==> config.mk <==
export PLATFORM = sky130hd
export DESIGN_NAME = grf_wport_arbiter
export DESIGN_NICKNAME = d
export VERILOG_FILES = /design/src/rtl/grf_wport_arbiter.sv
export SDC_FILE = /design/constraint.sdc
export NUM_CORES = 1
export LEC_CHECK = 0
export CAP_MARGIN = 15
export CORE_ASPECT_RATIO = 0.9
export CORE_MARGIN = 4
export CORE_UTILIZATION = 26
export CTS_CLUSTER_SIZE = 14
export DETAILED_ROUTE_END_ITERATION = 6
export DONT_BUFFER_PORTS = 1
export HOLD_SLACK_MARGIN = 0.12
export PLACE_DENSITY = 0.37
export SYNTH_ARGS = -nofsm -noshare
export SYNTH_HDL_FRONTEND = slang
export SYNTH_SLANG_ARGS = --single-unit
==> constraint.sdc <==
create_clock -name clk -period 4.25 [get_ports clk]
set_clock_uncertainty 0.2 [all_clocks]
set_input_delay 0.425 -clock clk [delete_from_list [all_inputs] [get_ports clk]]
set_output_delay 0.425 -clock clk [all_outputs]
set_load 0.01 [all_outputs]
==> src/rtl/grf_wport_arbiter.sv <==
// -----------------------------------------------------------------------------
// grf_wport_arbiter
//
// Purpose:
//   Owns the single write port of the general register file. Two sources share
//   it: the in-order writeback stage (W) and an auxiliary late-result requester
//   (multi-cycle MDU, delayed load path). Aux results go into a small in-order
//   queue and drain into cycles where W does not write. A starvation counter
//   freezes the pipeline if a queued result has waited too long. A younger W
//   write to the same register cancels any older queued write (WAW kill). The
//   hazard unit can ask whether a register still has a live queued write.
//
// Parameters:
//   DEPTH      - aux queue entries (power of 2, >= 2)
//   STARVE_MAX - cycles a queue head may wait before pipe_stall is raised
//
// Ports:
//   clk        in   system clock, rising edge
//   reset      in   asynchronous active-low reset (0 = reset)
//   w_we       in   writeback-stage write enable
//   w_adr      in   writeback-stage destination register
//   w_wd       in   writeback-stage write data
//   w_pc       in   writeback-stage instruction PC
//   aux_valid  in   aux result offered
//   aux_ready  out  aux result accepted this cycle (= !full)
//   aux_adr    in   aux destination register
//   aux_wd     in   aux data
//   aux_pc     in   PC of the producing instruction
//   q_adr1/2   in   hazard query registers
//   q_hit1/2   out  query register has a live queued write
//   pipe_stall out  freeze request to the pipeline (holds the W stage)
//   grf_we     out  GRF write enable
//   grf_adr    out  GRF write address
//   grf_wd     out  GRF write data
//   grf_pc     out  PC of the instruction being committed
//
// Handshake:
//   An aux result is transferred on a rising edge where aux_valid && aux_ready.
//   aux_ready depends only on queue occupancy, never on aux_valid, so the
//   producer may hold aux_valid and wait.
//
// Optional feature:
//   GRF_WPORT_TRACE_EN - when defined, a simulation-only trace line
//   "@<pc>: $<adr> <= <data>" is printed on every edge where grf_we is 1.
//   When undefined no trace code is compiled.
// -----------------------------------------------------------------------------
module grf_wport_arbiter #(
    parameter int DEPTH      = 4,
    parameter int STARVE_MAX = 8
) (
    input  logic        clk,
    input  logic        reset,
    input  logic        w_we,
    input  logic [4:0]  w_adr,
    input  logic [31:0] w_wd,
    input  logic [31:0] w_pc,
    input  logic        aux_valid,
    output logic        aux_ready,
    input  logic [4:0]  aux_adr,
    input  logic [31:0] aux_wd,
    input  logic [31:0] aux_pc,
    input  logic [4:0]  q_adr1,
    input  logic [4:0]  q_adr2,
    output logic        q_hit1,
    output logic        q_hit2,
    output logic        pipe_stall,
    output logic        grf_we,
    output logic [4:0]  grf_adr,
    output logic [31:0] grf_wd,
    output logic [31:0] grf_pc
);

    localparam int PW = $clog2(DEPTH);
    localparam int SW = $clog2(STARVE_MAX + 1);

    localparam logic [PW:0]   FULL_CNT   = (PW + 1)'(DEPTH);
    localparam logic [SW-1:0] STARVE_LIM = SW'(STARVE_MAX);

    // ------------------------------------------------------------------------
    // Queue storage and control state
    // ------------------------------------------------------------------------
    logic [4:0]       adr_q [DEPTH];
    logic [31:0]      wd_q  [DEPTH];
    logic [31:0]      pc_q  [DEPTH];
    logic [DEPTH-1:0] live_q, live_d;

    logic [PW-1:0]    rd_ptr_q, rd_ptr_d;
    logic [PW-1:0]    wr_ptr_q, wr_ptr_d;
    logic [PW:0]      count_q,  count_d;
    logic [SW-1:0]    starve_q, starve_d;
    logic             stall_q,  stall_d;

    logic             empty;
    logic             full;
    logic             w_eff;
    logic             pop;
    logic             push;

    assign empty = (count_q == '0);
    assign full  = (count_q == FULL_CNT);

    // While the pipeline is frozen the W stage is held upstream, so its write
    // is ignored here and retried once the stall drops.
    assign w_eff = w_we && (w_adr != 5'd0) && !stall_q;

    // The head drains whenever W leaves the port idle.
    assign pop  = !w_eff && !empty;
    assign push = aux_valid && !full;

    assign aux_ready  = !full;
    assign pipe_stall = stall_q;

    // ------------------------------------------------------------------------
    // Next-state logic
    // ------------------------------------------------------------------------
    // Live bits only exist for occupied slots: a pop clears the head bit, so
    // q_hit never needs to consult the pointers. Order matters: the WAW kill
    // is applied before the enqueue so an entry accepted at the same edge as
    // a W write to its register (which is younger) survives.
    always_comb begin
        live_d = live_q;
        if (pop) begin
            live_d[rd_ptr_q] = 1'b0;
        end
        if (w_eff) begin
            for (int i = 0; i < DEPTH; i++) begin
                if (adr_q[i] == w_adr) begin
                    live_d[i] = 1'b0;
                end
            end
        end
        if (push) begin
            // A write to $0 is accepted but drains as a no-op.
            live_d[wr_ptr_q] = (aux_adr != 5'd0);
        end
    end

    always_comb begin
        rd_ptr_d = rd_ptr_q;
        wr_ptr_d = wr_ptr_q;
        count_d  = count_q;
        if (pop) begin
            rd_ptr_d = rd_ptr_q + PW'(1);
        end
        if (push) begin
            wr_ptr_d = wr_ptr_q + PW'(1);
        end
        case ({push, pop})
            2'b10:   count_d = count_q + (PW + 1)'(1);
            2'b01:   count_d = count_q - (PW + 1)'(1);
            default: count_d = count_q;
        endcase
    end

    // Starvation: count cycles the head sits undrained, saturating at the
    // limit. Once at the limit the stall flop sets; it stays set until the
    // queue has fully drained, which bounds the stall by the queue depth
    // when no further aux results arrive.
    always_comb begin
        if (pop || empty) begin
            starve_d = '0;
        end else if (starve_q != STARVE_LIM) begin
            starve_d = starve_q + SW'(1);
        end else begin
            starve_d = starve_q;
        end

        if (count_d == '0) begin
            stall_d = 1'b0;
        end else if (starve_q == STARVE_LIM) begin
            stall_d = 1'b1;
        end else begin
            stall_d = stall_q;
        end
    end

    // ------------------------------------------------------------------------
    // Sequential state
    // ------------------------------------------------------------------------
    always_ff @(posedge clk or negedge reset) begin
        if (!reset) begin
            live_q   <= '0;
            rd_ptr_q <= '0;
            wr_ptr_q <= '0;
            count_q  <= '0;
            starve_q <= '0;
            stall_q  <= 1'b0;
        end else begin
            live_q   <= live_d;
            rd_ptr_q <= rd_ptr_d;
            wr_ptr_q <= wr_ptr_d;
            count_q  <= count_d;
            starve_q <= starve_d;
            stall_q  <= stall_d;
        end
    end

    // Payload needs no reset: a slot is only read while occupied, and
    // occupancy is tracked by the reset pointers and count.
    always_ff @(posedge clk) begin
        if (push) begin
            adr_q[wr_ptr_q] <= aux_adr;
            wd_q[wr_ptr_q]  <= aux_wd;
            pc_q[wr_ptr_q]  <= aux_pc;
        end
    end

    // ------------------------------------------------------------------------
    // Write-port mux. W has zero latency; the head entry is shown whenever W
    // is idle, with grf_we following its live bit. Reset forces the port
    // quiet immediately, including against an active W request.
    // ------------------------------------------------------------------------
    always_comb begin
        grf_we  = 1'b0;
        grf_adr = 5'd0;
        grf_wd  = 32'd0;
        grf_pc  = 32'd0;
        if (reset) begin
            if (w_eff) begin
                grf_we  = 1'b1;
                grf_adr = w_adr;
                grf_wd  = w_wd;
                grf_pc  = w_pc;
            end else if (!empty) begin
                grf_we  = live_q[rd_ptr_q];
                grf_adr = adr_q[rd_ptr_q];
                grf_wd  = wd_q[rd_ptr_q];
                grf_pc  = pc_q[rd_ptr_q];
            end
        end
    end

    // ------------------------------------------------------------------------
    // Hazard queries: any live queued write to the register. $0 never hits.
    // ------------------------------------------------------------------------
    always_comb begin
        q_hit1 = 1'b0;
        q_hit2 = 1'b0;
        for (int i = 0; i < DEPTH; i++) begin
            if (live_q[i] && (adr_q[i] == q_adr1)) begin
                q_hit1 = 1'b1;
            end
            if (live_q[i] && (adr_q[i] == q_adr2)) begin
                q_hit2 = 1'b1;
            end
        end
        if (q_adr1 == 5'd0) begin
            q_hit1 = 1'b0;
        end
        if (q_adr2 == 5'd0) begin
            q_hit2 = 1'b0;
        end
    end

`ifdef GRF_WPORT_TRACE_EN
    always @(posedge clk) begin
        if (grf_we) begin
            $display("@%h: $%d <= %h", grf_pc, grf_adr, grf_wd);
        end
    end
`else
`endif

endmodule

# Yosys cells after proc, flatten, opt, wreduce, memory -nomap -nowiden
# Memory sizes are Yosys's and may differ from the RTL's.
# Cells that the tools add are included.
dict set report word_totals {
  ff_bits 16
  ram_bits 276
  input_bits 152
  n_memories 3
}
# memory depth width read_ports rd_clocked_by_memory_dff wr line_no
set memory_table {}
lappend memory_table {pc_q 4 32 1 0 1 84} ;# logic [31:0] pc_q [DEPTH];
lappend memory_table {wd_q 4 32 1 0 1 83} ;# logic [31:0] wd_q [DEPTH];
lappend memory_table {adr_q 4 5 5 0 1 82} ;# logic [4:0] adr_q [DEPTH];
dict set report op_classes {
  n_addsub 5
  order_cmp 4
  n_eq_ne 17
  muxes 43
  bitwise_logic 2
  reduce_logical 27
}
# cell n
set op_table {}
lappend op_table {{32-bit two-way mux} 6}
lappend op_table {{5-bit equality test} 12}
lappend op_table {{1-bit two-way mux} 24}
lappend op_table {{4-bit two-way mux} 5}
lappend op_table {{5-bit two-way mux} 3}
lappend op_table {{1-bit logical AND} 14}
lappend op_table {{5-bit logical NOT} 2}
lappend op_table {{5-bit nonzero test} 2}
lappend op_table {{3-bit logical NOT} 2}
lappend op_table {{2-bit by 3-bit < comparator with 1-bit output (second input constant)} 2}
lappend op_table {{3-bit one-hot mux with 2 select lines} 1}
lappend op_table {{2-bit by 1-bit adder with 2-bit output (second input constant)} 2}
lappend op_table {{4-bit by 1-bit adder with 4-bit output (second input constant)} 1}
lappend op_table {{4-bit bitwise AND} 1}
lappend op_table {{4-bit bitwise mux} 1}
lappend op_table {{1-bit demux with 2-bit select} 2}
lappend op_table {{4-bit equality test (second input constant)} 1}
lappend op_table {{2-bit by 1-bit >= comparator with 1-bit output (second input constant)} 2}
lappend op_table {{1-bit logical NOT} 4}
lappend op_table {{4-bit != test (second input constant)} 1}
lappend op_table {{4-bit NOT} 1}
lappend op_table {{2-bit nonzero test} 2}
lappend op_table {{3-bit by 1-bit adder with 3-bit output (second input constant)} 1}
lappend op_table {{3-bit equality test (second input constant)} 1}
lappend op_table {{5 further kinds} 5}

# Depth between registers and ports, before layout
# Gate-level depths: netlist of run 1.
dict set report depth {
  word_depth 11
  ltp_mapped 11
  depth_no_buf 9
}

# Worst setup path after synthesis of run 1
# Ideal clock, no wire load.
dict set report synth_path {
  path_kind {input -> register}
  startpoint {in w_adr[2]}
  endpoint {reg stall_q, in the netlist pipe_stall}
  setup_time_ps 126
  t_arrival_ps 2689
  required_time_ps 3924
  path_slack_ps 1235
  cell_stages 9
  cell_sequence {buf_2 > or4_1 > o21a_1 > nor2_4 > buf_4 > ha_1 > fa_1 > mux2_2 > o32a_1}
}
dict set report synth_between {
  elab_chain_len 9
  elab_cells_between_ends 11
}
# element line_no
set synth_rtl {}
lappend synth_rtl {{start: declaration} 54} ;# input logic [4:0] w_adr,
lappend synth_rtl {{5-bit nonzero test (*)} 104} ;# assign w_eff = w_we && (w_adr != 5'd0) && !stall_q;
lappend synth_rtl {{1-bit logical AND (*) (2 in series)} 104}
lappend synth_rtl {{1-bit logical NOT (*)} 107} ;# assign pop = !w_eff && !empty;
lappend synth_rtl {{1-bit logical AND (*)} 107}
lappend synth_rtl {{2-bit by 1-bit equality test with 1-bit output / 2-bit equality test (equally long branches)} 148} ;# case ({push, pop})
lappend synth_rtl {{3-bit one-hot mux with 2 select lines (*)} 148}
lappend synth_rtl {{named net count_d[1]} 89} ;# logic [PW:0] count_q, count_d;
lappend synth_rtl {{3-bit logical NOT (*)} 168} ;# if (count_d == '0) begin
lappend synth_rtl {{1-bit two-way mux / 2-bit nonzero test (equally long branches)} n/a}
lappend synth_rtl {{end signal: assignment} 194} ;# stall_q <= stall_d;
lappend synth_rtl {{end: declaration} 91} ;# logic stall_q, stall_d;
# The timed path passes the listed nets; every way through them passes the cells marked *.
# A chain may end at the register's enable or synchronous reset.

# Worst setup path in the final report of run 1
dict set report layout_path {
  startpoint {reg stall_q, in the netlist pipe_stall}
  endpoint {out grf_pc[25]}
}
dict set report layout_between {
  elab_chain_len 4
}
# element line_no
set layout_rtl {}
lappend layout_rtl {{1-bit logical NOT} 104}
lappend layout_rtl {{1-bit logical AND} 104}
lappend layout_rtl {{32-bit two-way mux} 219} ;# if (w_eff) begin
lappend layout_rtl {{32-bit two-way mux} 218} ;# if (reset) begin
lappend layout_rtl {{end: declaration} 70} ;# output logic [31:0] grf_pc
# No other way between the ends.

==> results of run 1 <==
==> flip-flops by register name, summed over array words and instances, names as in the netlist <==
signal and cells:
adr_q 20, count_q 3, live_q 4, pc_q 128, pipe_stall 1, rd_ptr_q 2, starve_q 4, wd_q 128
wr_ptr_q 2
==> layout make-up <==
type | instances | area share
multi-input combinational | 363 | 0.251
sequential | 292 | 0.564
inverter | 11 | 0.00300
tap | 632 | 0.0513
timing repair buffer | 87 | 0.0602
antenna | 2 | 0.000324
clock inverter | 13 | 0.00519
clock buffer | 49 | 0.0656
==> cell usage in the layout (no fill, tap or decap), drive strengths merged, types with 2 or more instances in the layout <==
master / count
nor4: 8
nand2: 13
xnor2: 22
nor3: 6
or4: 4
mux4: 70
o21ai: 2
edfxtp: 276
clkinv: 16
a41o: 4
dfrtp: 16
nor2b: 71
ha: 11
nand4: 6
dlygate4sd3: 75
diode: 2
nand3: 9
nor2: 12
a22oi: 69
clkbuf: 49
inv: 7
buf: 12
xor2: 46
o21a: 3
==> report_power, final <==
part	switching, mW	internal (mW)	leakage [nW]
Clock	1.12	1.72	0.536
Combinational	1.48	1.19	1.69
Sequential	0.353	3.81	2.73
Total	2.95	6.71	4.95
==> synth_stat cells <==
| cell type | number |
|---|---|
| buf_2 | 13 |
| o32a_1 | 1 |
| a21oi_1 | 1 |
| nor3_1 | 6 |
| a22oi_2 | 30 |
| buf_4 | 5 |
| nor2_1 | 11 |
| buf_1 | 1 |
| nor2b_1 | 71 |
| mux2_2 | 1 |
| nand4_1 | 6 |
| mux4_2 | 70 |
| clkbuf_1 | 30 |
| a41o_1 | 4 |
| fa_1 | 1 |
| edfxtp_1 | 276 |
| nand3_1 | 9 |
| nor2_4 | 1 |
| or4_1 | 4 |
| nand2_1 | 13 |
| or3_1 | 1 |
| mux2i_1 | 1 |
| ha_1 | 11 |
| xnor2_1 | 22 |
| a21boi_1 | 1 |
| dfrtp_1 | 16 |
| inv_1 | 11 |
| o21ai_0 | 2 |
| o21a_1 | 3 |
| buf_8 | 3 |
| buf_6 | 2 |
| xor2_1 | 46 |
| nor4_1 | 8 |
| a22oi_1 | 39 |
==> critical path: stages, from the launching register on <==
cell and delay, ns:
dfrtp_1 0.49, nor2b_1 0.36, o21a_4 0.22, buf_4 0.43
a22oi_2 0.28, nor2b_1 0.19, buf_4 0.14
==> layer usage <==
| layer | GRT usage | up-vias | share of wire |
|---|---|---|---|
| met3 | 0.0291 | 51 | 0.056 |
| met2 | 0.215 | 216 | 0.50 |
| met1 | 0.164 | 3582 | 0.42 |
| met5 | 0 | - | 0 |
| met4 | 0.0453 | 0 | 0.023 |
| li1 | - | 2989 | - |
==> cells by family after synthesis <==
logic type | share of synthesized area
DFF | 0.675
and+or+nand+nor | 0.0578
AOI/OAI and AO/OA | 0.0593
muxes | 0.124
xor gates and xnor gates | 0.0463
buffers and inverters | 0.0255
adders and majority gates | 0.0122
==> final timing paths <==
check                      slack [ns]  depth (start not counted)           to
max in group asynchronous        2.90                          1  rd_ptr_q[0]
setup reg to reg                 1.34                          6    live_q[0]
min in group asynchronous        0.29                          1    live_q[2]
setup / recovery                 0.97                          6   grf_pc[25]
hold / removal                   0.20                          4    live_q[2]
hold reg to reg                  0.38                          2  starve_q[3]
==> what timing repair did <==
action	CTS	global route
hold buffers	75	0
setup endpoints to repair	0	0
buffers inserted	0	0
endpoints found under the hold margin	298	0
==> stage by stage <==
stage                     cell area [um^2]  hold WS (ns)  total power [mW]  setup slack, ns
after global placement               13600       -0.0641              6.87             1.34
final                                15400         0.204              9.67            0.971
after detailed placement             13600       -0.0631              6.92             1.30
after global routing                 15400         0.212              10.3            0.774
after floorplan                      12900       -0.0706              6.04             1.23
after CTS                            15400         0.150              9.93            0.847
==> results.md, run 1 <==
- Root buf cell: clkbuf_16
- Detailed Place HPWL: ~21000 um
- Max Cap Viol: 0
- DR pass1 iterations: 5
- Peak VDD IR: 0.254 mV
- Final RePlAce weighted congestion: 0.824
- Final setup fails: 0
- Layout Utilization: 0.315
- Area growth syn-to-layout: 19.8%
- Vias per cell: 4.72
- Worst slew pin tran: 0.913 ns
- Static Leak: 4.95 nW
- Syn avg cell area: 17.9 um^2
- Crit share post-route: 0.772
- Yosys top cell area share: 0.644
- Setup CP Type: flop to output pin
- Layout cells sized above 1: 0.204
- RSZ-0062 raised after global routing: no
- CP required: 3.62 ns
- Post-CTS sizing: 0
- Register area share after synthesis: 0.675
- H-tree depth: 2
- Skew-Pair Late Insertion Delay: 0.52 ns
- Crit path time final: 3.28 ns
- PD cells: 627 mW/mm^2
- Reg2reg start: pipe_stall
- Core Rows: 77
- Worst setup path start: pipe_stall
- Synth Register Bits: 292
- Final #Nets: 955
- Via count: 6838
- GRT overflow: 0
- Starting Density: 0.263
- Routed Antenna Nets: 0
- Synth warn: 0
- Fmax: 305 MHz
- Min-delay src: w_adr[4]
- Post-placement cell count: 1310
- Reg clk slew, reported paths: 0.06 ns
- FF/Latch Area: 0.00870 mm^2
- Slew headroom: 0.389
- GRT Total Usage: 0.128
- Cell area after synthesis: between 0.01 and 0.015 mm^2
- Cells after Synth: 720
- First-pass GRT wire length: 50500 um
- Yosys cell types: 34
- Routed WL per cell: 23.9 um
- Die Wd: 243 um
- Worst hold-check path type: input pin to flop
- Drc violations: 0
- Post-synth top area cell: edfxtp_1
- Clock tree sinks: 292
- Outcome: finished clean
- Critical Path Sink Type: output pin
- TritonCTS clock tree: yes
- Fin. Hold Viols: 0
- Area of the core: 0.0490 mm^2
- # IOs: 226
- Worst-path fanout max: 37
- Post-Syn Nets: 884
- Die H: 219 um
- Clock Path Buffers: 3
- Initial antenna violation count: 1
- Max-slew violations: 0
- CP Launch Type: flop
- Fillers: roughly 4800
- CTS Buf Count: 36
- Vias in the first global route: 7522
- Setup TNS: 0 ns
- Die Footprint: 0.0531 mm^2
- Largest net degree at the start of global routing: 77
- Multi-input gate area: 0.00387 mm^2
- Non-Filler Instances: 1449
- IO Port Bufs: 0
- Detailed Route WL: 34600 um
- Largest cells by area after synthesis: edfxtp_1 64%, mux4_2 12%, nor2b_1 3.4%, xor2_1 3.1%, dfrtp_1 3.1%
- WP data arrival: approximately 2.7 ns
- 1st-iter DRT viols: 441
Note: power is estimated with default switching activity, not from simulation.
==> inputs of run 2 (changes only) <==
==> constraint.sdc (replaced) <==
create_clock -name clk -period 3.1 [get_ports clk]
set_clock_uncertainty 0.2 [all_clocks]
set_input_delay 0.31 -clock clk [delete_from_list [all_inputs] [get_ports clk]]
set_output_delay 0.31 -clock clk [all_outputs]
set_load 0.01 [all_outputs]
==> results.md, run 2 (synthesis gave the netlist of run 1 again) <==
- GRT overflow: 0 (unchanged)
- Final RePlAce weighted congestion: 0.807 (-2.0%)
- Die Wd: 243 um (unchanged)
- Outcome: finished clean
- Routed WL per cell: 23.2 um (-2.8%)
- Detailed Place HPWL: 20800 um (-2.7%)
- Final setup fails: 0 (unchanged)
- Vias per cell: 4.69 (-0.60%)
- Worst-path fanout max: 73 (+97%)
- Clock Path Buffers: 3 (unchanged)
- Combinational power share: 0.280 (+0.004)
- Routed Antenna Nets: 0 (unchanged)
- Switch share: 0.303 (-0.00225)
- Post-placement cell count: 1317 (+0.53%)
- Slew headroom: 0.417 (+0.0278)
- Static Leak: 5.00 nW (+1.1%)
- Vias in the first global route: 7565 (+0.57%)
- Commonest non-fill, non-tap cell in the layout: edfxtp_1
- Max-slew violations: 0 (unchanged)
- Final #Nets: 965 (+1.0%)
- Worst slack, placed: 0.310 ns (-0.994 ns)
- Initial antenna violation count: 1 (unchanged)
- Root buf cell: clkbuf_16
- Critical Path Sink Type: output pin
- Crit share post-route: 0.940
- Worst hold-check path type: input pin to asynchronous set/reset pin
- Via count: 6839 (+0.015%)
- PD cells: 861 mW/mm^2 (+37%)
- Non-Filler Instances: 1458 (+0.62%)
- Crit path time final: 2.92 ns
- Skew-Pair Late Insertion Delay: 0.53 ns (about the same)
- Sw Pwr: 4.06 mW (+38%)
- Detailed Route WL: 33800 um (-2.2%)
- Clock tree sinks: 292 (unchanged)
- RSZ-0062 raised after global routing: no
- IO Port Bufs: 0 (unchanged)
- First-pass GRT wire length: 50600 um (+0.19%)
- Fin. Hold Viols: 0 (unchanged)
- Sequential cell fraction of total power: 0.423 (-0.007)
- Reg clk slew, reported paths: 0.06 ns (about the same)
- 1st-iter DRT viols: 422 (-4.3%)
- Biggest registers after layout: pc_q: 128 flops, wd_q: 128 flops, adr_q: 20 flops
- TritonCTS clock tree: yes
- Layout cells sized above 1: 0.212 (+0.00844)
- Die Footprint: 0.0531 mm^2 (unchanged)
- Most frequent cells in the layout: 276 x edfxtp_1, 78 x dlygate4sd3_1, 70 x mux4_2
- Worst setup margin: 0.185 ns (-0.786 ns)
- Max Cap Viol: 0 (unchanged)
- Area growth syn-to-layout: 20.9%
- Postcts setup bufs: 0 (unchanged)
- Starting Density: 0.263 (unchanged)
- Fmax: between 300 and 400 MHz
- Setup TNS: 0 ns (unchanged)
- Die H: 219 um (unchanged)
- GRT Total Usage: 0.127 (-0.00154)
- DR pass1 iterations: 4 (-1)
- Layout Utilization: 0.317 (+0.00288)
- CP required: 2.59 ns (-1.03 ns)
- # IOs: 226 (unchanged)
- Area of the core: 0.0490 mm^2 (unchanged)
- Clock power frac: 0.297 (+0.004)
- CTS Buf Count: 36 (unchanged)
- Fillers: 4763 (-0.063%)
- Largest net degree at the start of global routing: 77 (unchanged)
- Setup CP Type: flop to output pin
- H-tree depth: 2 (unchanged)
- Drc violations: 0 (unchanged)
- CP Launch Type: flop
- WP data arrival: 2.41 ns (-0.24 ns)
- Core Rows: 77 (unchanged)
- Peak VDD IR: 0.323 mV (+27%)
- Int Pwr: 9.34 mW (+39%)
- Worst slew pin tran: 0.872 ns (-0.0415 ns)
-- run 2: cell type report --
class	instances	area, um^2	area share
inverter	11	46.3	0.00297
multi-input combinational	363	3870	0.249
timing repair buffer	97	1050	0.0673
clock inverter	16	153	0.00981
antenna	1	2.50	0.000161
sequential	292	8700	0.559
tap	632	791	0.0508
clock buffer	46	960	0.0617
-- run 2: worst paths after layout --
path / startpoint / end / slack (ns) / cells after the start
worst min-delay path: reset / rd_ptr_q[1] / 0.15 / 1
worst max register to register: pipe_stall / pipe_stall / 0.45 / 9
min in group clk: w_adr[4] / live_q[0] / 0.16 / 4
worst min register to register: count_q[2] / count_q[2] / 0.38 / 1
worst max-delay path: pipe_stall / grf_pc[25] / 0.18 / 6
max in group asynchronous: reset / rd_ptr_q[0] / 1.92 / 1
-- run 2: metrics by stage --
stage,power [mW],area [um^2],hold WS (ns)
CTS,13.7,15600,0.123
global route,14.2,15600,0.159
finish,13.4,15600,0.149
floorplan,8.28,12900,-0.186
global placement,9.46,13700,-0.179
detailed placement,9.52,13700,-0.179
-- run 2: worst max-delay path: stages (launching register included) --
cell	delay (ns)
dfrtp_1	0.47
nor2b_2	0.25
o21a_4	0.21
buf_16	0.35
a22oi_2	0.15
nor2b_2	0.26
buf_4	0.17
-- run 2: metal layers --
layer  vias up  track usage  share of wire
li1       3007            -              -
met1      3603        0.162           0.42
met2       181        0.213           0.50
met3        48       0.0288          0.052
met4         0       0.0424          0.022
met5         -            0              0
-- run 2: power by group through the flow --
stage | logic [mW] | clock network [mW] | registers (mW)
floorplan | 2.78 | 0 | 5.51
global placement | 3.73 | 0 | 5.73
detailed placement | 3.75 | 0 | 5.78
CTS | 3.91 | 4.11 | 5.70
global route | 4.12 | 4.31 | 5.76
finish | 3.75 | 3.98 | 5.67
-- run 2: timing repair --
item                                    CTS  global route
hold endpoints to repair                299             0
resized for setup                         3             1
gates cloned                              0             0
endpoints found under the setup margin    1             1
hold buffers                             78             0
